==> src/rtl/fuzz_round_sequencer.sv <==
// Purpose: sequences fuzzing rounds (load -> hold reset -> run -> collect) and kicks the DUT via msip on stall or watchdog.
// Latency: all outputs registered; each state transition is visible one cycle after the qualifying input is sampled.
// Backpressure: waits indefinitely on load_ack / collect_ack. Optional FUZZ_ROUND_STATS_EN adds pass/timeout/irq counters.
module fuzz_round_sequencer #(
  parameter int unsigned COV_W           = 30,
  parameter int unsigned MAX_WAIT_CYCLE  = 1000,
  parameter int unsigned STALL_SHIFT     = 19,
  parameter int unsigned WATCHDOG_CYCLES = 50000,
  parameter int unsigned ROUND_CYCLES    = 200000,
  parameter int unsigned RST_HOLD        = 4
) (
  input  logic             clock,
  input  logic             reset,
  input  logic             start,
  input  logic [COV_W-1:0] cov,
  input  logic [63:0]      tohost,
  output logic             load_req,
  input  logic             load_ack,
  output logic             collect_req,
  input  logic             collect_ack,
  input  logic             collect_cont,
  output logic             dut_reset,
  output logic             interrupt,
  output logic             round_done,
  output logic [1:0]       round_status,
  output logic [31:0]      round_count,
  output logic             busy,
  output logic [31:0]      pass_cnt,
  output logic [31:0]      timeout_cnt,
  output logic [31:0]      irq_cnt
);

  typedef enum logic [2:0] {
    S_IDLE    = 3'd0,
    S_LOAD    = 3'd1,
    S_HOLD    = 3'd2,
    S_RUN     = 3'd3,
    S_COLLECT = 3'd4,
    S_STOP    = 3'd5
  } state_t;

  state_t      state_q, state_d;
  logic [31:0] hold_cnt_q, hold_cnt_d;
  logic [63:0] run_cnt_q, run_cnt_d;
  logic [63:0] stall_cnt_q, stall_cnt_d;
  logic [63:0] wd_cnt_q, wd_cnt_d;
  logic [COV_W-1:0] prev_cov_q, prev_cov_d;
  logic        load_req_q, load_req_d;
  logic        collect_req_q, collect_req_d;
  logic        dut_reset_q, dut_reset_d;
  logic        interrupt_q, interrupt_d;
  logic        round_done_q, round_done_d;
  logic [1:0]  round_status_q, round_status_d;
  logic [31:0] round_count_q, round_count_d;
  logic        busy_q, busy_d;

  logic        end_pass, end_tout;
  logic [63:0] stall_thr;

  // Only the pass bit of tohost matters to the sequencer.
  logic unused_tohost;
  assign unused_tohost = ^tohost[63:1];

  function automatic logic [63:0] sat_inc(input logic [63:0] v);
    return (v == {64{1'b1}}) ? v : v + 64'd1;
  endfunction

  // Next-state and registered-output computation; outputs are derived from the next state so they align with it.
  always_comb begin
    state_d        = state_q;
    hold_cnt_d     = hold_cnt_q;
    run_cnt_d      = run_cnt_q;
    stall_cnt_d    = stall_cnt_q;
    wd_cnt_d       = wd_cnt_q;
    prev_cov_d     = cov;
    round_done_d   = 1'b0;
    round_status_d = round_status_q;
    round_count_d  = round_count_q;

    end_pass  = (state_q == S_RUN) && tohost[0];
    end_tout  = (state_q == S_RUN) && (run_cnt_q > 64'(ROUND_CYCLES));
    // Threshold scales with coverage magnitude; 32x31-bit product never overflows 64 bits.
    stall_thr = 64'(MAX_WAIT_CYCLE) * ((64'(cov) >> STALL_SHIFT) + 64'd1);

    case (state_q)
      S_IDLE, S_STOP: begin
        if (start) state_d = S_LOAD;
      end
      S_LOAD: begin
        if (load_ack) begin
          state_d    = S_HOLD;
          hold_cnt_d = 32'd0;
        end
      end
      S_HOLD: begin
        if (hold_cnt_q >= 32'(RST_HOLD - 1)) begin
          state_d     = S_RUN;
          run_cnt_d   = 64'd0;
          stall_cnt_d = 64'd0;
          wd_cnt_d    = 64'd0;
        end else begin
          hold_cnt_d = hold_cnt_q + 32'd1;
        end
      end
      S_RUN: begin
        if (end_pass || end_tout) begin
          // Pass takes priority when both end conditions coincide.
          state_d        = S_COLLECT;
          round_done_d   = 1'b1;
          round_status_d = end_pass ? 2'd1 : 2'd2;
          round_count_d  = round_count_q + 32'd1;
        end else begin
          run_cnt_d   = sat_inc(run_cnt_q);
          wd_cnt_d    = sat_inc(wd_cnt_q);
          stall_cnt_d = (cov != prev_cov_q) ? 64'd0 : sat_inc(stall_cnt_q);
        end
      end
      S_COLLECT: begin
        if (collect_ack) state_d = collect_cont ? S_LOAD : S_STOP;
      end
      default: state_d = S_IDLE;
    endcase

    load_req_d    = (state_d == S_LOAD);
    collect_req_d = (state_d == S_COLLECT);
    dut_reset_d   = (state_d != S_RUN);
    busy_d        = (state_d != S_IDLE) && (state_d != S_STOP);
    interrupt_d   = (state_d == S_RUN) &&
                    ((stall_cnt_d >= stall_thr) || (wd_cnt_d >= 64'(WATCHDOG_CYCLES)));
  end

  // Sequencer state and registered outputs; async reset aborts any round in flight.
  always_ff @(posedge clock or negedge reset) begin
    if (!reset) begin
      state_q        <= S_IDLE;
      hold_cnt_q     <= 32'd0;
      run_cnt_q      <= 64'd0;
      stall_cnt_q    <= 64'd0;
      wd_cnt_q       <= 64'd0;
      prev_cov_q     <= '0;
      load_req_q     <= 1'b0;
      collect_req_q  <= 1'b0;
      dut_reset_q    <= 1'b1;
      interrupt_q    <= 1'b0;
      round_done_q   <= 1'b0;
      round_status_q <= 2'd0;
      round_count_q  <= 32'd0;
      busy_q         <= 1'b0;
    end else begin
      state_q        <= state_d;
      hold_cnt_q     <= hold_cnt_d;
      run_cnt_q      <= run_cnt_d;
      stall_cnt_q    <= stall_cnt_d;
      wd_cnt_q       <= wd_cnt_d;
      prev_cov_q     <= prev_cov_d;
      load_req_q     <= load_req_d;
      collect_req_q  <= collect_req_d;
      dut_reset_q    <= dut_reset_d;
      interrupt_q    <= interrupt_d;
      round_done_q   <= round_done_d;
      round_status_q <= round_status_d;
      round_count_q  <= round_count_d;
      busy_q         <= busy_d;
    end
  end

  assign load_req     = load_req_q;
  assign collect_req  = collect_req_q;
  assign dut_reset    = dut_reset_q;
  assign interrupt    = interrupt_q;
  assign round_done   = round_done_q;
  assign round_status = round_status_q;
  assign round_count  = round_count_q;
  assign busy         = busy_q;

`ifdef FUZZ_ROUND_STATS_EN
  logic [31:0] pass_cnt_q, pass_cnt_d;
  logic [31:0] timeout_cnt_q, timeout_cnt_d;
  logic [31:0] irq_cnt_q, irq_cnt_d;

  // Round outcome counters and interrupt rising-edge counter, all wrapping.
  always_comb begin
    pass_cnt_d    = pass_cnt_q;
    timeout_cnt_d = timeout_cnt_q;
    irq_cnt_d     = irq_cnt_q;
    if (end_pass)                      pass_cnt_d    = pass_cnt_q + 32'd1;
    else if (end_tout)                 timeout_cnt_d = timeout_cnt_q + 32'd1;
    if (interrupt_d && !interrupt_q)   irq_cnt_d     = irq_cnt_q + 32'd1;
  end

  // Statistics registers, cleared only by reset.
  always_ff @(posedge clock or negedge reset) begin
    if (!reset) begin
      pass_cnt_q    <= 32'd0;
      timeout_cnt_q <= 32'd0;
      irq_cnt_q     <= 32'd0;
    end else begin
      pass_cnt_q    <= pass_cnt_d;
      timeout_cnt_q <= timeout_cnt_d;
      irq_cnt_q     <= irq_cnt_d;
    end
  end

  assign pass_cnt    = pass_cnt_q;
  assign timeout_cnt = timeout_cnt_q;
  assign irq_cnt     = irq_cnt_q;
`else
  assign pass_cnt    = 32'd0;
  assign timeout_cnt = 32'd0;
  assign irq_cnt     = 32'd0;
`endif

endmodule

==> config.mk <==
export PLATFORM = sky130hd
export DESIGN_NAME = fuzz_round_sequencer
export DESIGN_NICKNAME = d
export VERILOG_FILES = /design/src/rtl/fuzz_round_sequencer.sv
export SDC_FILE = /design/constraint.sdc
export NUM_CORES = 1
export LEC_CHECK = 0
export BUFFER_PORTS_ARGS = -buffer_cell sky130_fd_sc_hd__buf_2
export CAP_MARGIN = 0
export CELL_PAD_IN_SITES_DETAIL_PLACEMENT = 1
export CELL_PAD_IN_SITES_GLOBAL_PLACEMENT = 1
export CORE_ASPECT_RATIO = 0.9
export CORE_UTILIZATION = 45
export DETAILED_ROUTE_END_ITERATION = 8
export PLACE_DENSITY = 0.91
export SLEW_MARGIN = 20
export SYNTH_ARGS = -nofsm -noshare
export SYNTH_HDL_FRONTEND = slang
export SYNTH_SLANG_ARGS = --single-unit
==> constraint.sdc <==
create_clock -name clock -period 8.22 [get_ports clock]
set_input_delay 1.233 -clock clock [delete_from_list [all_inputs] [get_ports clock]]
set_output_delay 1.233 -clock clock [all_outputs]
set_load 0.05 [all_outputs]
==> impl_results.html, run 1 <==
<table>
<tr><th>Metric</th><th>Value</th></tr>
<tr><th colspan="2">Drt</th></tr>
<tr><td>Drt wl/cell</td><td>roughly 25 um</td></tr>
<tr><td>DRT Wirelength</td><td>between 60000 and 70000 um</td></tr>
<tr><td>Count of vias placed by the detailed router</td><td>around 18000</td></tr>
<tr><td>Number of DRC violations after detailed routing</td><td>0</td></tr>
<tr><td>Mean number of vias per cell</td><td>about 6.4</td></tr>
<tr><td>Starting DRC count in detailed routing</td><td>about 2000</td></tr>
<tr><td>Number of nets with antenna violations after routing</td><td>0</td></tr>
<tr><td>Number of iterations in the first detailed-routing pass</td><td>8</td></tr>
<tr><th colspan="2">Logic synthesis</th></tr>
<tr><td>Post-Syn Area</td><td>around 0.019 mm2</td></tr>
<tr><td>Cell type with the largest total area after synthesis</td><td>dfrtp_1</td></tr>
<tr><td>Portion of synthesized cell area occupied by the leading cell type</td><td>about two fifths</td></tr>
<tr><td>Sequential fraction of the synthesis area</td><td>40.0%</td></tr>
<tr><td>Number of enable-type register cells in the synthesized netlist</td><td>0</td></tr>
<tr><td>Async S/R FF share, synth</td><td>100%</td></tr>
<tr><td>Yosys Warn Count</td><td>0</td></tr>
<tr><td>Top post-synthesis cells by area</td><td>dfrtp_1 (40%), ha_1 (4.5%), nor2_1 (4.2%), buf_4 (3.9%), o21ai_0 (3.6%)</td></tr>
<tr><td>Syn Area/Cell</td><td>between 8 and 9 um2</td></tr>
<tr><td>Cell with the most instances after synthesis</td><td>dfrtp_1</td></tr>
<tr><td>Most frequent cells after synthesis</td><td>dfrtp_1 (296), nor2_1 (209), nand2_1 (176), o21ai_0 (135), nand3_1 (101)</td></tr>
<tr><td>Number of instances in the synthesized netlist</td><td>around 2100</td></tr>
<tr><td>Number of distinct standard cells referenced by the synthesized netlist</td><td>78</td></tr>
<tr><td>Most used flip-flop cell after synthesis</td><td>dfrtp_1</td></tr>
<tr><td>Count of state elements after synthesis</td><td>between 200 and 300</td></tr>
<tr><th colspan="2">Critical path</th></tr>
<tr><td>Data arrival time at the worst-slack endpoint</td><td>roughly 9.2 ns</td></tr>
<tr><td>Worst Path Required</td><td>around 8.6 ns</td></tr>
<tr><td>Top Family by Delay on Critical Path</td><td>adder cells</td></tr>
<tr><td>Critical setup path kind</td><td>in -&gt; reg</td></tr>
<tr><td>Type of element capturing the critical path</td><td>flop</td></tr>
<tr><td>Maximum fanout along the worst path</td><td>6</td></tr>
<tr><td>CP max stage cell</td><td>fa_1</td></tr>
<tr><td>Kind of start point of the critical path</td><td>input port</td></tr>
<tr><td>CP bufs+invs</td><td>6</td></tr>
<tr><td>Largest stage delay on the critical path</td><td>0.74 ns</td></tr>
<tr><th colspan="2">Final layout</th></tr>
<tr><td>Area occupied by multi-input gates</td><td>between 0.01 and 0.015 mm2</td></tr>
<tr><td>Register cell area after layout</td><td>between 0.007 and 0.008 mm2</td></tr>
<tr><td># fillers</td><td>4763</td></tr>
<tr><td>Share of layout cells above drive strength 1</td><td>approximately an eighth</td></tr>
<tr><td>Number of nets in the layout</td><td>between 2000 and 2500</td></tr>
<tr><td>Area growth, synth to finish</td><td>13.5%</td></tr>
<tr><td>Non-Filler Instances</td><td>roughly 2800</td></tr>
<tr><th colspan="2">Placement</th></tr>
<tr><td>Number of cells in the design after placement</td><td>2711</td></tr>
<tr><td>Worst slack at placement</td><td>-0.828 ns</td></tr>
<tr><td>Number of port buffers</td><td>76</td></tr>
<tr><td>Gpl congestion</td><td>between 0.9 and 1</td></tr>
<tr><td>Detail Placement HPWL</td><td>43500 um</td></tr>
<tr><th colspan="2">Power</th></tr>
<tr><td>Power per cell area</td><td>between 200 and 300 mW/mm2</td></tr>
<tr><td>Worst-case vdd ir drop</td><td>0.254 mV</td></tr>
<tr><td>Lkg Pwr</td><td>between 9 and 10 nW</td></tr>
<tr><th colspan="2">Timing</th></tr>
<tr><td>Slew at the pin closest to its max-slew limit</td><td>roughly 1.1 ns</td></tr>
<tr><td>Least setup slack across all paths after layout</td><td>-0.528 ns</td></tr>
<tr><td>Setup skew after layout</td><td>around 0.027 ns</td></tr>
<tr><td>Relative slew slack</td><td>between 20% and 30%</td></tr>
<tr><td>Count of endpoints failing setup in the final report</td><td>1</td></tr>
<tr><td>Final hold slack</td><td>between 0.4 and 0.5 ns</td></tr>
<tr><td>Fin. max-slew vios</td><td>0</td></tr>
<tr><td>Maximum frequency from static timing analysis</td><td>about 110 MHz</td></tr>
<tr><td>Final critical-path share of the clock period</td><td>106%</td></tr>
<tr><td>Number of hold violations in the final report</td><td>0</td></tr>
<tr><td>Period minus WS final</td><td>8.75 ns</td></tr>
<tr><th colspan="2">GRT</th></tr>
<tr><td>Residual overflow from global routing</td><td>0</td></tr>
<tr><td>Global routing usage summed across all routing layers</td><td>30.2%</td></tr>
<tr><td>Maximum number of pins on one net before global-route repair</td><td>about 120</td></tr>
<tr><td>First-pass GRT wire length</td><td>between 100000 and 150000 um</td></tr>
<tr><td>Number of global-route vias before repair</td><td>around 18000</td></tr>
<tr><td>Number of antenna violations at the first check in global routing</td><td>1</td></tr>
<tr><th colspan="2">Floorplan</th></tr>
<tr><td>Height of the die</td><td>around 190 um</td></tr>
<tr><td>Number of ports placed on the die boundary</td><td>236</td></tr>
<tr><td>Die Outline Area</td><td>~0.042 mm2</td></tr>
<tr><td>Placement row count</td><td>70</td></tr>
<tr><td>Die Wd</td><td>216 um</td></tr>
<tr><td>Core ar.</td><td>between 0.04 and 0.05 mm2</td></tr>
<tr><td>Starting density of the core</td><td>45.7%</td></tr>
<tr><th colspan="2">CTS</th></tr>
<tr><td>Clock transition at path regs</td><td>about 0.06 ns</td></tr>
<tr><td>TritonCTS clock tree</td><td>yes</td></tr>
<tr><td>Number of sinks driven by the clock tree</td><td>just under 300</td></tr>
<tr><td>TritonCTS buffer count</td><td>35</td></tr>
<tr><td>Clock latency at the later pin of the worst-skew pair</td><td>roughly 0.55 ns</td></tr>
<tr><td>CTS HTree Levels</td><td>2</td></tr>
<tr><td>Root buf cell</td><td>clkbuf_16</td></tr>
<tr><td>Number of buffers on the longest clock path</td><td>3</td></tr>
<tr><th colspan="2">Flow run</th></tr>
<tr><td>Number of maximum-capacitance violations</td><td>0</td></tr>
<tr><th colspan="2">Run status</th></tr>
<tr><td>Status</td><td>complete, but fails checks</td></tr>
<tr><td>Failing checks</td><td>setup timing</td></tr>
<tr><th colspan="2">Worst hold path</th></tr>
<tr><td>HP Class</td><td>reg -&gt; reg</td></tr>
</table>
through the flow:
| step | power [mW] | TNS [ns] | instance area, um2 | util [%] |
|---|---|---|---|---|
| floorplan | 2.98 | 0 | 18900 | - |
| global placement | 3.52 | -0.384 | 19500 | 48.1 |
| detailed placement | 3.74 | -0.828 | 19500 | 48.1 |
| CTS | 5.39 | 0 | 20700 | 51.0 |
| global route | 5.99 | -0.518 | 21100 | 51.9 |
| finish | 5.82 | -0.528 | 21100 | 51.9 |
final cells by class:
cell class	instances	share of cell area [%]
diodes	1	0.0119
well taps	540	3.20
repair buffers	155	4.77
inverters	98	1.74
flip-flops and latches	297	35.2
multi-input cells	1632	49.7
clock buffers	53	5.05
clock inverters	7	0.296
per-layer routing:
layer | vias up | part of all wire [%] | track usage [%]
met4 | 0 | 6.6 | 15.7
met5 | - | 0 | 0
met2 | 954 | 48 | 49.8
li1 | 7651 | - | -
met3 | 334 | 8.2 | 6.34
met1 | 8945 | 38 | 37.2
sequential cells by signal, summed over array words and instances (netlist names), 2 cells and up:
name and count:
hold_cnt_q 32, run_cnt_q 64, round_count 32, round_status 2
stall_cnt_q 64, wd_cnt_q 64, prev_cov_q 30, state_q 3
power by group:
group / internal, mW / total (mW) / leakage (nW) / switching, mW
registers: 1.53 / 1.60 / 4.04 / 0.0732
clock network: 0.923 / 1.57 / 0.557 / 0.648
logic: 0.884 / 2.64 / 5.09 / 1.76
placed cells by master, fill, tap and decap left out, drive strengths merged, types with 4 or more instances in the layout:
cell / netlist / routed
o31ai: 23 / 23
and2: 21 / 21
nand4: 83 / 83
dfrtp: 296 / 296
o41ai: 9 / 9
nand3: 101 / 101
nand2: 176 / 176
and3: 68 / 68
fa: 32 / 32
a31oi: 74 / 74
nor4: 61 / 61
mux2: 4 / 4
xnor2: 60 / 60
ha: 67 / 67
inv: 98 / 98
o22ai: 4 / 4
o21a: 12 / 12
clkbuf: 58 / 54
and4: 19 / 19
o2111ai: 5 / 5
buf: 119 / 154
a22o: 4 / 4
a21o: 17 / 17
conb: 1 / 96
clkinv: 0 / 5
or3: 14 / 14
a41oi: 17 / 17
nor2: 209 / 209
or4: 13 / 13
a21oi: 90 / 90
a21boi: 4 / 4
nand2b: 11 / 11
nor3: 60 / 60
nor2b: 12 / 12
o211ai: 6 / 6
xor2: 60 / 60
o21ai: 148 / 148
what timing repair did:
action	CTS	global route
buffers inserted	2	9
hold buffers	0	0
setup endpoints to repair	1	1
endpoints found under the hold margin	0	0
pin swaps	8	24
resized for setup	16	56
logic make-up after synthesis:
logic type | after synthesis | synth area share (%)
simple gates | 862 | 23.5
fa+ha+maj | 99 | 7.96
mux | 7 | 0.404
flops | 297 | 40.0
other cells | 1 | 0.0202
compound gates | 448 | 14.9
xor+xnor | 120 | 5.65
buf+inv | 275 | 7.62
final timing paths:
check / startpoint / to / slack [ns] / depth (start not counted)
setup / recovery: cov[19] / interrupt / -0.53 / 32
hold / removal: round_count[31] / round_count[31] / 0.48 / 1
setup reg to reg: run_cnt_q[15] / interrupt / 0.68 / 22
hold reg to reg: round_count[31] / round_count[31] / 0.48 / 1
max in group asynchronous: reset / stall_cnt_q[53] / 5.89 / 2
min in group asynchronous: reset / run_cnt_q[58] / 0.80 / 1
Note: power is estimated with default switching activity, not from simulation.
==> inputs of run 2 (changes only) <==
--- a/config.mk
+++ b/config.mk
@@ -5,12 +5,13 @@
 export SDC_FILE = /design/constraint.sdc
 export NUM_CORES = 1
 export LEC_CHECK = 0
+export ABC_AREA = 1
 export BUFFER_PORTS_ARGS = -buffer_cell sky130_fd_sc_hd__buf_2
 export CAP_MARGIN = 0
 export CELL_PAD_IN_SITES_DETAIL_PLACEMENT = 1
 export CELL_PAD_IN_SITES_GLOBAL_PLACEMENT = 1
 export CORE_ASPECT_RATIO = 0.9
-export CORE_UTILIZATION = 45
+export CORE_UTILIZATION = 43
 export DETAILED_ROUTE_END_ITERATION = 8
 export PLACE_DENSITY = 0.91
 export SLEW_MARGIN = 20
==> impl_results.html, run 2 <==
<table>
<tr><th>Metric</th><th>Value</th></tr>
<tr><th colspan="2">Logic synthesis</th></tr>
<tr><td>Most used flip-flop cell after synthesis</td><td>dfrtp_1 (unchanged)</td></tr>
<tr><td>Count of state elements after synthesis</td><td>297 (unchanged)</td></tr>
<tr><td>Adder-Cell Fraction of Synth Area</td><td>6.93% (was 7.96%)</td></tr>
<tr><td>Post-Syn Area</td><td>0.0213 mm2 (was 0.0186 mm2)</td></tr>
<tr><td>Most frequent cells after synthesis</td><td>nand2_1 (972), nor2_1 (461), inv_1 (342), dfrtp_1 (296), nand3_1 (215) (was dfrtp_1 (296), nor2_1 (209), nand2_1 (176), o21ai_0 (135), nand3_1 (101))</td></tr>
<tr><td>Top post-synthesis cells by area</td><td>dfrtp_1 (35%), nand2_1 (17%), nor2_1 (8.1%), inv_1 (6.0%), nand3_1 (5.0%) (was dfrtp_1 (40%), ha_1 (4.5%), nor2_1 (4.2%), buf_4 (3.9%), o21ai_0 (3.6%))</td></tr>
<tr><td>Number of enable-type register cells in the synthesized netlist</td><td>0 (unchanged)</td></tr>
<tr><td>Syn Area/Cell</td><td>6.94 um2 (was 8.81 um2)</td></tr>
<tr><td>Largest family of logic cells by synthesized area</td><td>simple AND/OR/NAND/NOR gates (unchanged)</td></tr>
<tr><td>Compound-gate portion of the synthesized area</td><td>5.95% (was 14.9%)</td></tr>
<tr><td>Sequential fraction of the synthesis area</td><td>34.8% (was 40.0%)</td></tr>
<tr><td>Number of distinct standard cells referenced by the synthesized netlist</td><td>62 (was 78)</td></tr>
<tr><td>Async S/R FF share, synth</td><td>100% (unchanged)</td></tr>
<tr><td>Yosys Warn Count</td><td>0 (unchanged)</td></tr>
<tr><td>Simple-gate share of the synthesized area</td><td>35.3% (was 23.5%)</td></tr>
<tr><td>Xor-xnor portion of the synthesized cell area</td><td>5.54% (was 5.65%)</td></tr>
<tr><td>Portion of synthesized cell area occupied by the leading cell type</td><td>34.7% (was 39.8%)</td></tr>
<tr><td>Cell type with the largest total area after synthesis</td><td>dfrtp_1 (unchanged)</td></tr>
<tr><td>Number of instances in the synthesized netlist</td><td>3074 (was 2109)</td></tr>
<tr><td>Proportion of synthesized area in mux cells</td><td>0% (was 0.404%)</td></tr>
<tr><td>Cell with the most instances after synthesis</td><td>nand2_1 (was dfrtp_1)</td></tr>
<tr><th colspan="2">Floorplan</th></tr>
<tr><td>Height of the die</td><td>213 um (was 195 um)</td></tr>
<tr><td>Starting density of the core</td><td>43.5% (was 45.7%)</td></tr>
<tr><td>Core ar.</td><td>0.0490 mm2 (was 0.0406 mm2)</td></tr>
<tr><td>Die Wd</td><td>237 um (was 216 um)</td></tr>
<tr><td>Placement row count</td><td>77 (was 70)</td></tr>
<tr><td>Die Outline Area</td><td>0.0505 mm2 (was 0.0421 mm2)</td></tr>
<tr><td>Number of ports placed on the die boundary</td><td>236 (unchanged)</td></tr>
<tr><th colspan="2">Critical path</th></tr>
<tr><td>Critical setup path kind</td><td>in -&gt; reg (unchanged)</td></tr>
<tr><td>Data arrival time at the worst-slack endpoint</td><td>7.99 ns (was 9.16 ns)</td></tr>
<tr><td>CP bufs+invs</td><td>7 (was 6)</td></tr>
<tr><td>Top Family by Delay on Critical Path</td><td>adder cells (unchanged)</td></tr>
<tr><td>Kind of start point of the critical path</td><td>input port (unchanged)</td></tr>
<tr><td>Maximum fanout along the worst path</td><td>8 (was 6)</td></tr>
<tr><td>Worst Path Required</td><td>8.62 ns (was 8.63 ns)</td></tr>
<tr><td>CP max stage cell</td><td>fa_1 (unchanged)</td></tr>
<tr><td>Type of element capturing the critical path</td><td>flop (unchanged)</td></tr>
<tr><td>Largest stage delay on the critical path</td><td>0.57 ns (was 0.74 ns)</td></tr>
<tr><th colspan="2">Drt</th></tr>
<tr><td>Starting DRC count in detailed routing</td><td>1404 (was 1953)</td></tr>
<tr><td>Number of nets with antenna violations after routing</td><td>0 (unchanged)</td></tr>
<tr><td>DRT Wirelength</td><td>70300 um (was 68500 um)</td></tr>
<tr><td>Number of iterations in the first detailed-routing pass</td><td>5 (was 8)</td></tr>
<tr><td>Number of DRC violations after detailed routing</td><td>0 (unchanged)</td></tr>
<tr><td>Mean number of vias per cell</td><td>5.37 (was 6.43)</td></tr>
<tr><td>Drt wl/cell</td><td>18.6 um (was 24.6 um)</td></tr>
<tr><td>Count of vias placed by the detailed router</td><td>20313 (was 17884)</td></tr>
<tr><th colspan="2">GRT</th></tr>
<tr><td>Number of global-route vias before repair</td><td>21123 (was 18467)</td></tr>
<tr><td>First-pass GRT wire length</td><td>113000 um (was 102000 um)</td></tr>
<tr><td>Residual overflow from global routing</td><td>0 (unchanged)</td></tr>
<tr><td>Most used routing layer in global routing</td><td>met2 (unchanged)</td></tr>
<tr><td>Maximum number of pins on one net before global-route repair</td><td>173 (was 122)</td></tr>
<tr><td>Number of antenna violations at the first check in global routing</td><td>1 (unchanged)</td></tr>
<tr><td>Global routing usage summed across all routing layers</td><td>28.2% (was 30.2%)</td></tr>
<tr><td>Met3 demand-to-capacity share in global routing</td><td>5.16% (was 6.34%)</td></tr>
<tr><td>GR Util met1</td><td>35.8% (was 37.2%)</td></tr>
<tr><td>Met2 Use GR</td><td>47.5% (was 49.8%)</td></tr>
<tr><th colspan="2">CTS</th></tr>
<tr><td>Clock transition at path regs</td><td>0.06 ns (about the same)</td></tr>
<tr><td>TritonCTS buffer count</td><td>37 (was 35)</td></tr>
<tr><td>Setup bufs post-CTS</td><td>0 (was 2)</td></tr>
<tr><td>Number of buffers on the longest clock path</td><td>3 (unchanged)</td></tr>
<tr><td>Hold buffer count at cts</td><td>0 (unchanged)</td></tr>
<tr><td>Number of resized instances in the post-cts repair step</td><td>0 (was 16)</td></tr>
<tr><td>CTS HTree Levels</td><td>2 (unchanged)</td></tr>
<tr><td>Root buf cell</td><td>clkbuf_16 (unchanged)</td></tr>
<tr><td>TritonCTS clock tree</td><td>yes (unchanged)</td></tr>
<tr><td>Number of sinks driven by the clock tree</td><td>297 (unchanged)</td></tr>
<tr><td>Clock latency at the later pin of the worst-skew pair</td><td>0.58 ns (was 0.55 ns)</td></tr>
<tr><th colspan="2">Flow run</th></tr>
<tr><td>Number of maximum-capacitance violations</td><td>0 (unchanged)</td></tr>
<tr><th colspan="2">Run status</th></tr>
<tr><td>Status</td><td>finished, final reports clean (was complete, but fails checks)</td></tr>
<tr><th colspan="2">Timing</th></tr>
<tr><td>Slew at the pin closest to its max-slew limit</td><td>1.08 ns (was 1.09 ns)</td></tr>
<tr><td>Period minus WS final</td><td>7.59 ns (was 8.75 ns)</td></tr>
<tr><td>Fin. max-slew vios</td><td>0 (unchanged)</td></tr>
<tr><td>Number of hold violations in the final report</td><td>0 (unchanged)</td></tr>
<tr><td>Final critical-path share of the clock period</td><td>92.3% (was 106%)</td></tr>
<tr><td>Count of endpoints failing setup in the final report</td><td>0 (was 1)</td></tr>
<tr><td>Setup skew after layout</td><td>0.0381 ns (was 0.0275 ns)</td></tr>
<tr><td>Relative slew slack</td><td>28.1% (was 27.0%)</td></tr>
<tr><td>Maximum frequency from static timing analysis</td><td>132 MHz (was 114 MHz)</td></tr>
<tr><td>Setup total negative slack</td><td>0 ns (was -0.528 ns)</td></tr>
<tr><td>RSZ-0062 raised after global routing</td><td>false</td></tr>
<tr><th colspan="2">Final layout</th></tr>
<tr><td># fillers</td><td>6408 (was 4763)</td></tr>
<tr><td>Antenna cell count</td><td>0 (was 1)</td></tr>
<tr><td>Biggest regs</td><td>run_cnt_q x64, stall_cnt_q x64, wd_cnt_q x64 (unchanged)</td></tr>
<tr><td>Final instance area</td><td>0.0231 mm2 (was 0.0211 mm2)</td></tr>
<tr><td>Most frequent standard cell in the layout excluding fill and tap cells</td><td>nand2_1 (was dfrtp_1)</td></tr>
<tr><td>Share of layout cells above drive strength 1</td><td>6.66% (was 12.4%)</td></tr>
<tr><td>Area growth, synth to finish</td><td>8.49% (was 13.5%)</td></tr>
<tr><td>Number of nets in the layout</td><td>3323 (was 2418)</td></tr>
<tr><td>Commonest cells after routing, fill and taps aside</td><td>nand2_1 (971), nor2_1 (459), inv_1 (342), dfrtp_1 (296), nand3_1 (215) (was dfrtp_1 (296), nor2_1 (204), nand2_1 (174), o21ai_0 (129), nand3_1 (98))</td></tr>
<tr><th colspan="2">Placement</th></tr>
<tr><td>Area after detailed placement</td><td>0.0219 mm2 (was 0.0195 mm2)</td></tr>
<tr><td>Detail Placement HPWL</td><td>50000 um (was 43500 um)</td></tr>
<tr><td>Gpl congestion</td><td>1.01 (was 0.960)</td></tr>
<tr><td>Number of port buffers</td><td>76 (unchanged)</td></tr>
<tr><th colspan="2">Power</th></tr>
<tr><td>Worst-case vdd ir drop</td><td>0.216 mV (was 0.254 mV)</td></tr>
<tr><td>Lkg Pwr</td><td>11.6 nW (was 9.69 nW)</td></tr>
<tr><td>Power per cell area</td><td>294 mW/mm2 (was 276 mW/mm2)</td></tr>
<tr><th colspan="2">Worst hold path</th></tr>
<tr><td>HP Class</td><td>reg -&gt; reg (unchanged)</td></tr>
</table>
[run 2: cell types whose count changed after synthesis, sizes merged, moves of 22 or more]
cell / previous run / this run
a21oi: 90 / 52
a31oi: 74 / 5
and3: 68 / 1
buf: 119 / 141
clkbuf: 58 / 29
inv: 98 / 351
nand2: 176 / 978
nand3: 101 / 220
nand4: 83 / 51
nor2: 209 / 476
nor4: 61 / 13
o21ai: 148 / 107
xnor2: 60 / 19
xor2: 60 / 116
[run 2: cells by family after synthesis]
family          after synthesis
fa+ha+maj                    99
buf+inv                     522
other cells                   1
simple gates               1800
compound gates              220
xor+xnor                    135
flops                       297
[run 2: path summary, 6_finish.rpt]
| check | start | to | slack (ns) | depth (start not counted) |
|---|---|---|---|---|
| setup reg to reg | run_cnt_q[0] | interrupt | 3.09 | 27 |
| min in group asynchronous | reset | prev_cov_q[20] | 0.63 | 1 |
| max in group asynchronous | reset | run_cnt_q[45] | 6.18 | 2 |
| setup / recovery | cov[19] | interrupt | 0.63 | 37 |
| hold / removal | run_cnt_q[62] | run_cnt_q[62] | 0.47 | 2 |
| hold reg to reg | run_cnt_q[62] | run_cnt_q[62] | 0.47 | 2 |
[run 2: power by group]
group	total [mW]	switching [mW]	internal (mW)	leakage, nW
Combinational	3.03	2.13	0.903	6.97
Sequential	2.04	0.336	1.71	3.99
Clock	1.72	0.714	1.01	0.620
Total	6.79	3.18	3.62	11.6
[run 2: layer usage]
layer	part of all wire, %	vias up
met5	0	-
met1	43	10021
li1	-	9543
met4	3.7	0
met2	47	583
met3	5.7	166
[run 2: through the flow]
step	util [%]	instances	total power, mW	hold slack (ns)	worst slack (ns)
2_1_floorplan	-	3169	4.13	0.428	1.44
6_report	47.2	3784	6.79	0.468	0.630
3_5_place_dp	44.6	3717	4.93	0.453	0.296
5_1_grt	47.2	3784	7.23	0.492	0.0816
4_1_cts	47.2	3784	6.79	0.469	0.528
3_3_place_gp	44.6	3717	4.76	0.443	0.590
[run 2: layout make-up]
| type | count | area (um2) | area share (%) |
|---|---|---|---|
| Multi-Input combinational cell | 2350 | 11900 | 51.2 |
| Sequential cell | 297 | 7430 | 32.1 |
| Inverter | 352 | 1320 | 5.71 |
| Clock buffer | 48 | 1050 | 4.52 |
| Tap cell | 632 | 791 | 3.42 |
| Timing Repair Buffer | 86 | 478 | 2.07 |
| Clock inverter | 19 | 215 | 0.930 |
[run 2: worst register-to-register path, stage by stage, from the launching register on]
cell and delay [ns]:
dfrtp_1 0.38, inv_1 0.15, ha_1 0.17, nand2_1 0.06, nor2_1 0.12, nand2_1 0.08
nand3_2 0.10, nand3_4 0.18, o21ai_4 0.17, buf_4 0.43, o21ai_1 0.29, nand2_1 0.41
clkinv_1 0.37, nand2_1 0.19, o21ai_0 0.12, nand2_1 0.11, o21ai_0 0.18, ha_1 0.40
nand2_1 0.11, nor2_1 0.05, a211oi_1 0.23, o211ai_1 0.13, nor2_1 0.16, nand2_1 0.07
inv_1 0.06, nand3_1 0.07, nor2_1 0.11, nor2_1 0.05
==> inputs of run 3 (changes only) <==
--- a/config.mk
+++ b/config.mk
@@ -5,15 +5,16 @@
 export SDC_FILE = /design/constraint.sdc
 export NUM_CORES = 1
 export LEC_CHECK = 0
-export ABC_AREA = 1
+export ABC_AREA = 0
 export BUFFER_PORTS_ARGS = -buffer_cell sky130_fd_sc_hd__buf_2
 export CAP_MARGIN = 0
 export CELL_PAD_IN_SITES_DETAIL_PLACEMENT = 1
 export CELL_PAD_IN_SITES_GLOBAL_PLACEMENT = 1
 export CORE_ASPECT_RATIO = 0.9
-export CORE_UTILIZATION = 43
+export CORE_UTILIZATION = 45
 export DETAILED_ROUTE_END_ITERATION = 8
 export PLACE_DENSITY = 0.91
+export SKIP_CTS_REPAIR_TIMING = 1
 export SLEW_MARGIN = 20
 export SYNTH_ARGS = -nofsm -noshare
 export SYNTH_HDL_FRONTEND = slang
==> impl_results.html, run 3 (synthesis results as in run 1) <==
<table>
<tr><th>Metric</th><th>Value</th></tr>
<tr><th colspan="2">Run status</th></tr>
<tr><td>Status</td><td>complete, but fails checks (was finished, final reports clean)</td></tr>
<tr><td>Failing checks</td><td>setup timing</td></tr>
<tr><th colspan="2">CTS</th></tr>
<tr><td>Number of buffers on the longest clock path</td><td>3 (unchanged)</td></tr>
<tr><td>Clock transition at path regs</td><td>0.06 ns (about the same)</td></tr>
<tr><td>TritonCTS buffer count</td><td>35 (was 37)</td></tr>
<tr><td>Number of sinks driven by the clock tree</td><td>297 (unchanged)</td></tr>
<tr><td>Clock latency at the later pin of the worst-skew pair</td><td>0.55 ns (was 0.58 ns)</td></tr>
<tr><td>CTS HTree Levels</td><td>2 (unchanged)</td></tr>
<tr><td>Root buf cell</td><td>clkbuf_16 (unchanged)</td></tr>
<tr><td>TritonCTS clock tree</td><td>yes (unchanged)</td></tr>
<tr><th colspan="2">GRT</th></tr>
<tr><td>Maximum number of pins on one net before global-route repair</td><td>122 (was 173)</td></tr>
<tr><td>Residual overflow from global routing</td><td>0 (unchanged)</td></tr>
<tr><td>Global routing usage summed across all routing layers</td><td>29.6% (was 28.2%)</td></tr>
<tr><td>First-pass GRT wire length</td><td>100000 um (was 113000 um)</td></tr>
<tr><td>Number of global-route vias before repair</td><td>18324 (was 21123)</td></tr>
<tr><td>Number of antenna violations at the first check in global routing</td><td>0 (was 1)</td></tr>
<tr><th colspan="2">Drt</th></tr>
<tr><td>Mean number of vias per cell</td><td>6.38 (was 5.37)</td></tr>
<tr><td>Starting DRC count in detailed routing</td><td>1781 (was 1404)</td></tr>
<tr><td>Drt wl/cell</td><td>23.8 um (was 18.6 um)</td></tr>
<tr><td>Number of nets with antenna violations after routing</td><td>0 (unchanged)</td></tr>
<tr><td>Number of DRC violations after detailed routing</td><td>0 (unchanged)</td></tr>
<tr><td>DRT Wirelength</td><td>66100 um (was 70300 um)</td></tr>
<tr><td>Number of iterations in the first detailed-routing pass</td><td>5 (unchanged)</td></tr>
<tr><td>Count of vias placed by the detailed router</td><td>17732 (was 20313)</td></tr>
<tr><th colspan="2">Critical path</th></tr>
<tr><td>Beginning of the critical path</td><td>cov[19] (unchanged)</td></tr>
<tr><td>Register-to-Register Setup Slack</td><td>0.96 ns (was 3.09 ns)</td></tr>
<tr><td>Critical setup path kind</td><td>in -&gt; reg (unchanged)</td></tr>
<tr><td>Worst Path Required</td><td>8.63 ns (was 8.62 ns)</td></tr>
<tr><td>Type of element capturing the critical path</td><td>flop (unchanged)</td></tr>
<tr><td>Largest stage delay on the critical path</td><td>0.69 ns (was 0.57 ns)</td></tr>
<tr><td>Data arrival time at the worst-slack endpoint</td><td>9.09 ns (was 7.99 ns)</td></tr>
<tr><td>Capture point of the worst path</td><td>interrupt (unchanged)</td></tr>
<tr><td>Worst reg2reg path depth</td><td>23 (was 27)</td></tr>
<tr><td>CP max stage cell</td><td>fa_1 (unchanged)</td></tr>
<tr><td>Capturing point of the worst reg2reg path</td><td>interrupt (unchanged)</td></tr>
<tr><td>Kind of start point of the critical path</td><td>input port (unchanged)</td></tr>
<tr><td>Beginning of the worst register-to-register path</td><td>run_cnt_q[15] (was run_cnt_q[0])</td></tr>
<tr><td>Maximum fanout along the worst path</td><td>6 (was 8)</td></tr>
<tr><th colspan="2">Floorplan</th></tr>
<tr><td>Die Outline Area</td><td>0.0421 mm2 (was 0.0505 mm2)</td></tr>
<tr><td>Core ar.</td><td>0.0406 mm2 (was 0.0490 mm2)</td></tr>
<tr><td>Placement row count</td><td>70 (was 77)</td></tr>
<tr><td>Starting density of the core</td><td>45.7% (was 43.5%)</td></tr>
<tr><td>Number of ports placed on the die boundary</td><td>236 (unchanged)</td></tr>
<tr><td>Height of the die</td><td>195 um (was 213 um)</td></tr>
<tr><td>Die Wd</td><td>216 um (was 237 um)</td></tr>
<tr><th colspan="2">Placement</th></tr>
<tr><td>Area after detailed placement</td><td>0.0195 mm2 (was 0.0219 mm2)</td></tr>
<tr><td>Worst slack at placement</td><td>-0.828 ns (was 0.296 ns)</td></tr>
<tr><td>Number of port buffers</td><td>76 (unchanged)</td></tr>
<tr><td>Detail Placement HPWL</td><td>43500 um (was 50000 um)</td></tr>
<tr><td>Gpl congestion</td><td>0.960 (was 1.01)</td></tr>
<tr><th colspan="2">Timing</th></tr>
<tr><td>Slew at the pin closest to its max-slew limit</td><td>1.06 ns (was 1.08 ns)</td></tr>
<tr><td>Fin. max-slew vios</td><td>0 (unchanged)</td></tr>
<tr><td>Count of endpoints failing setup in the final report</td><td>1 (was 0)</td></tr>
<tr><td>Period minus WS final</td><td>8.68 ns (was 7.59 ns)</td></tr>
<tr><td>Setup skew after layout</td><td>0.0258 ns (was 0.0381 ns)</td></tr>
<tr><td>Relative slew slack</td><td>28.8% (was 28.1%)</td></tr>
<tr><td>Number of hold violations in the final report</td><td>0 (unchanged)</td></tr>
<tr><td>Least setup slack across all paths after layout</td><td>-0.463 ns (was 0.630 ns)</td></tr>
<tr><td>Setup total negative slack</td><td>-0.463 ns (was 0 ns)</td></tr>
<tr><td>Final critical-path share of the clock period</td><td>106% (was 92.3%)</td></tr>
<tr><td>Maximum frequency from static timing analysis</td><td>115 MHz (was 132 MHz)</td></tr>
<tr><th colspan="2">Final layout</th></tr>
<tr><td>Number of nets in the layout</td><td>2416 (was 3323)</td></tr>
<tr><td>Commonest cells after routing, fill and taps aside</td><td>dfrtp_1 (296), nor2_1 (205), nand2_1 (176), o21ai_0 (129), nand3_1 (101) (was nand2_1 (971), nor2_1 (459), inv_1 (342), dfrtp_1 (296), nand3_1 (215))</td></tr>
<tr><td>Most frequent standard cell in the layout excluding fill and tap cells</td><td>dfrtp_1 (was nand2_1)</td></tr>
<tr><td>Share of layout cells above drive strength 1</td><td>11.7% (was 6.66%)</td></tr>
<tr><td>Area growth, synth to finish</td><td>12.5% (was 8.49%)</td></tr>
<tr><td># fillers</td><td>4785 (was 6408)</td></tr>
<tr><td>Antenna cell count</td><td>0 (unchanged)</td></tr>
<tr><td>Core utilization of the finished layout</td><td>51.5% (was 47.2%)</td></tr>
<tr><td>Final instance area</td><td>0.0209 mm2 (was 0.0231 mm2)</td></tr>
<tr><td>Biggest regs</td><td>run_cnt_q x64, stall_cnt_q x64, wd_cnt_q x64 (unchanged)</td></tr>
<tr><th colspan="2">Power</th></tr>
<tr><td>Net switching power</td><td>2.38 mW (was 3.18 mW)</td></tr>
<tr><td>Switching portion of total power</td><td>42.1% (was 46.8%)</td></tr>
<tr><td>Worst-case vdd ir drop</td><td>0.179 mV (was 0.216 mV)</td></tr>
<tr><td>Power share of the combinational group</td><td>43.9% (was 44.6%)</td></tr>
<tr><td>Sequential Power Share</td><td>28.3% (was 30.1%)</td></tr>
<tr><td>Lkg Pwr</td><td>9.65 nW (was 11.6 nW)</td></tr>
<tr><td>Power per cell area</td><td>271 mW/mm2 (was 294 mW/mm2)</td></tr>
<tr><td>Part of the total power dissipated in the clock network</td><td>27.8% (was 25.3%)</td></tr>
<tr><td>Internal power contribution</td><td>3.28 mW (was 3.62 mW)</td></tr>
<tr><th colspan="2">Flow run</th></tr>
<tr><td>Number of maximum-capacitance violations</td><td>0 (unchanged)</td></tr>
<tr><th colspan="2">Worst hold path</th></tr>
<tr><td>HP Class</td><td>reg -&gt; reg (unchanged)</td></tr>
</table>
## run 3: changes by cell type in the layout (fill, tap and decap cells not counted), moves of 69 or more
cell     previous run  this run
nand3_1           215       101
inv_1             342        95
a31oi_1             5        74
nor2_1            459       205
nand2_1           971       176
## run 3: cell type report
type / instances / area (um2) / area share, %
Tap cell: 540 / 676 / 3.23
Timing Repair Buffer: 153 / 975 / 4.66
Clock buffer: 53 / 1070 / 5.10
Multi-Input combinational cell: 1632 / 10300 / 49.4
Clock inverter: 7 / 62.6 / 0.299
Inverter: 98 / 368 / 1.76
Sequential cell: 297 / 7430 / 35.5
## run 3: worst max-delay path: cells and delay by family
family / cells / cell delay, ns
adders and majority gates: 5 / 2.42
xor gates and xnor gates: 3 / 0.80
buffers and inverters: 7 / 0.98
AOI/OAI and AO/OA: 13 / 2.26
and+or+nand+nor: 6 / 1.36
## run 3: worst min path at each step
stage	slack [ns]	from	to	cells past startpoint
detailed placement	0.47	round_count[26]	round_count[26]	1
CTS	0.49	round_count[31]	round_count[31]	1
floorplan	0.46	wd_cnt_q[17]	wd_cnt_q[17]	1
global route	0.50	round_count[31]	round_count[31]	1
global placement	0.46	round_count[31]	round_count[31]	1
finish	0.49	round_count[31]	round_count[31]	1
## run 3: metrics by stage
step / instances / hold WS, ns / power, mW
5_1_grt: 2780 / 0.499 / 5.88
2_1_floorplan: 2204 / 0.464 / 2.98
3_3_place_gp: 2711 / 0.455 / 3.52
3_5_place_dp: 2711 / 0.469 / 3.74
4_1_cts: 2771 / 0.486 / 5.36
6_report: 2780 / 0.485 / 5.66
## run 3: metal layers
metal	share of wire [%]	vias up	GRT usage [%]
li1	-	7641	-
met1	39	8980	36.8
met2	49	849	49.9
met3	7.1	262	5.56
met4	5.3	0	13.1
met5	0	-	0
## run 3: power groups by stage
stage / combinational, mW / sequential [mW] / clock, mW
after floorplan: 1.30 / 1.68 / 0
after global placement: 1.91 / 1.62 / 0
after detailed placement: 2.11 / 1.63 / 0
after CTS: 2.18 / 1.60 / 1.58
after global routing: 2.63 / 1.61 / 1.64
final: 2.49 / 1.60 / 1.57
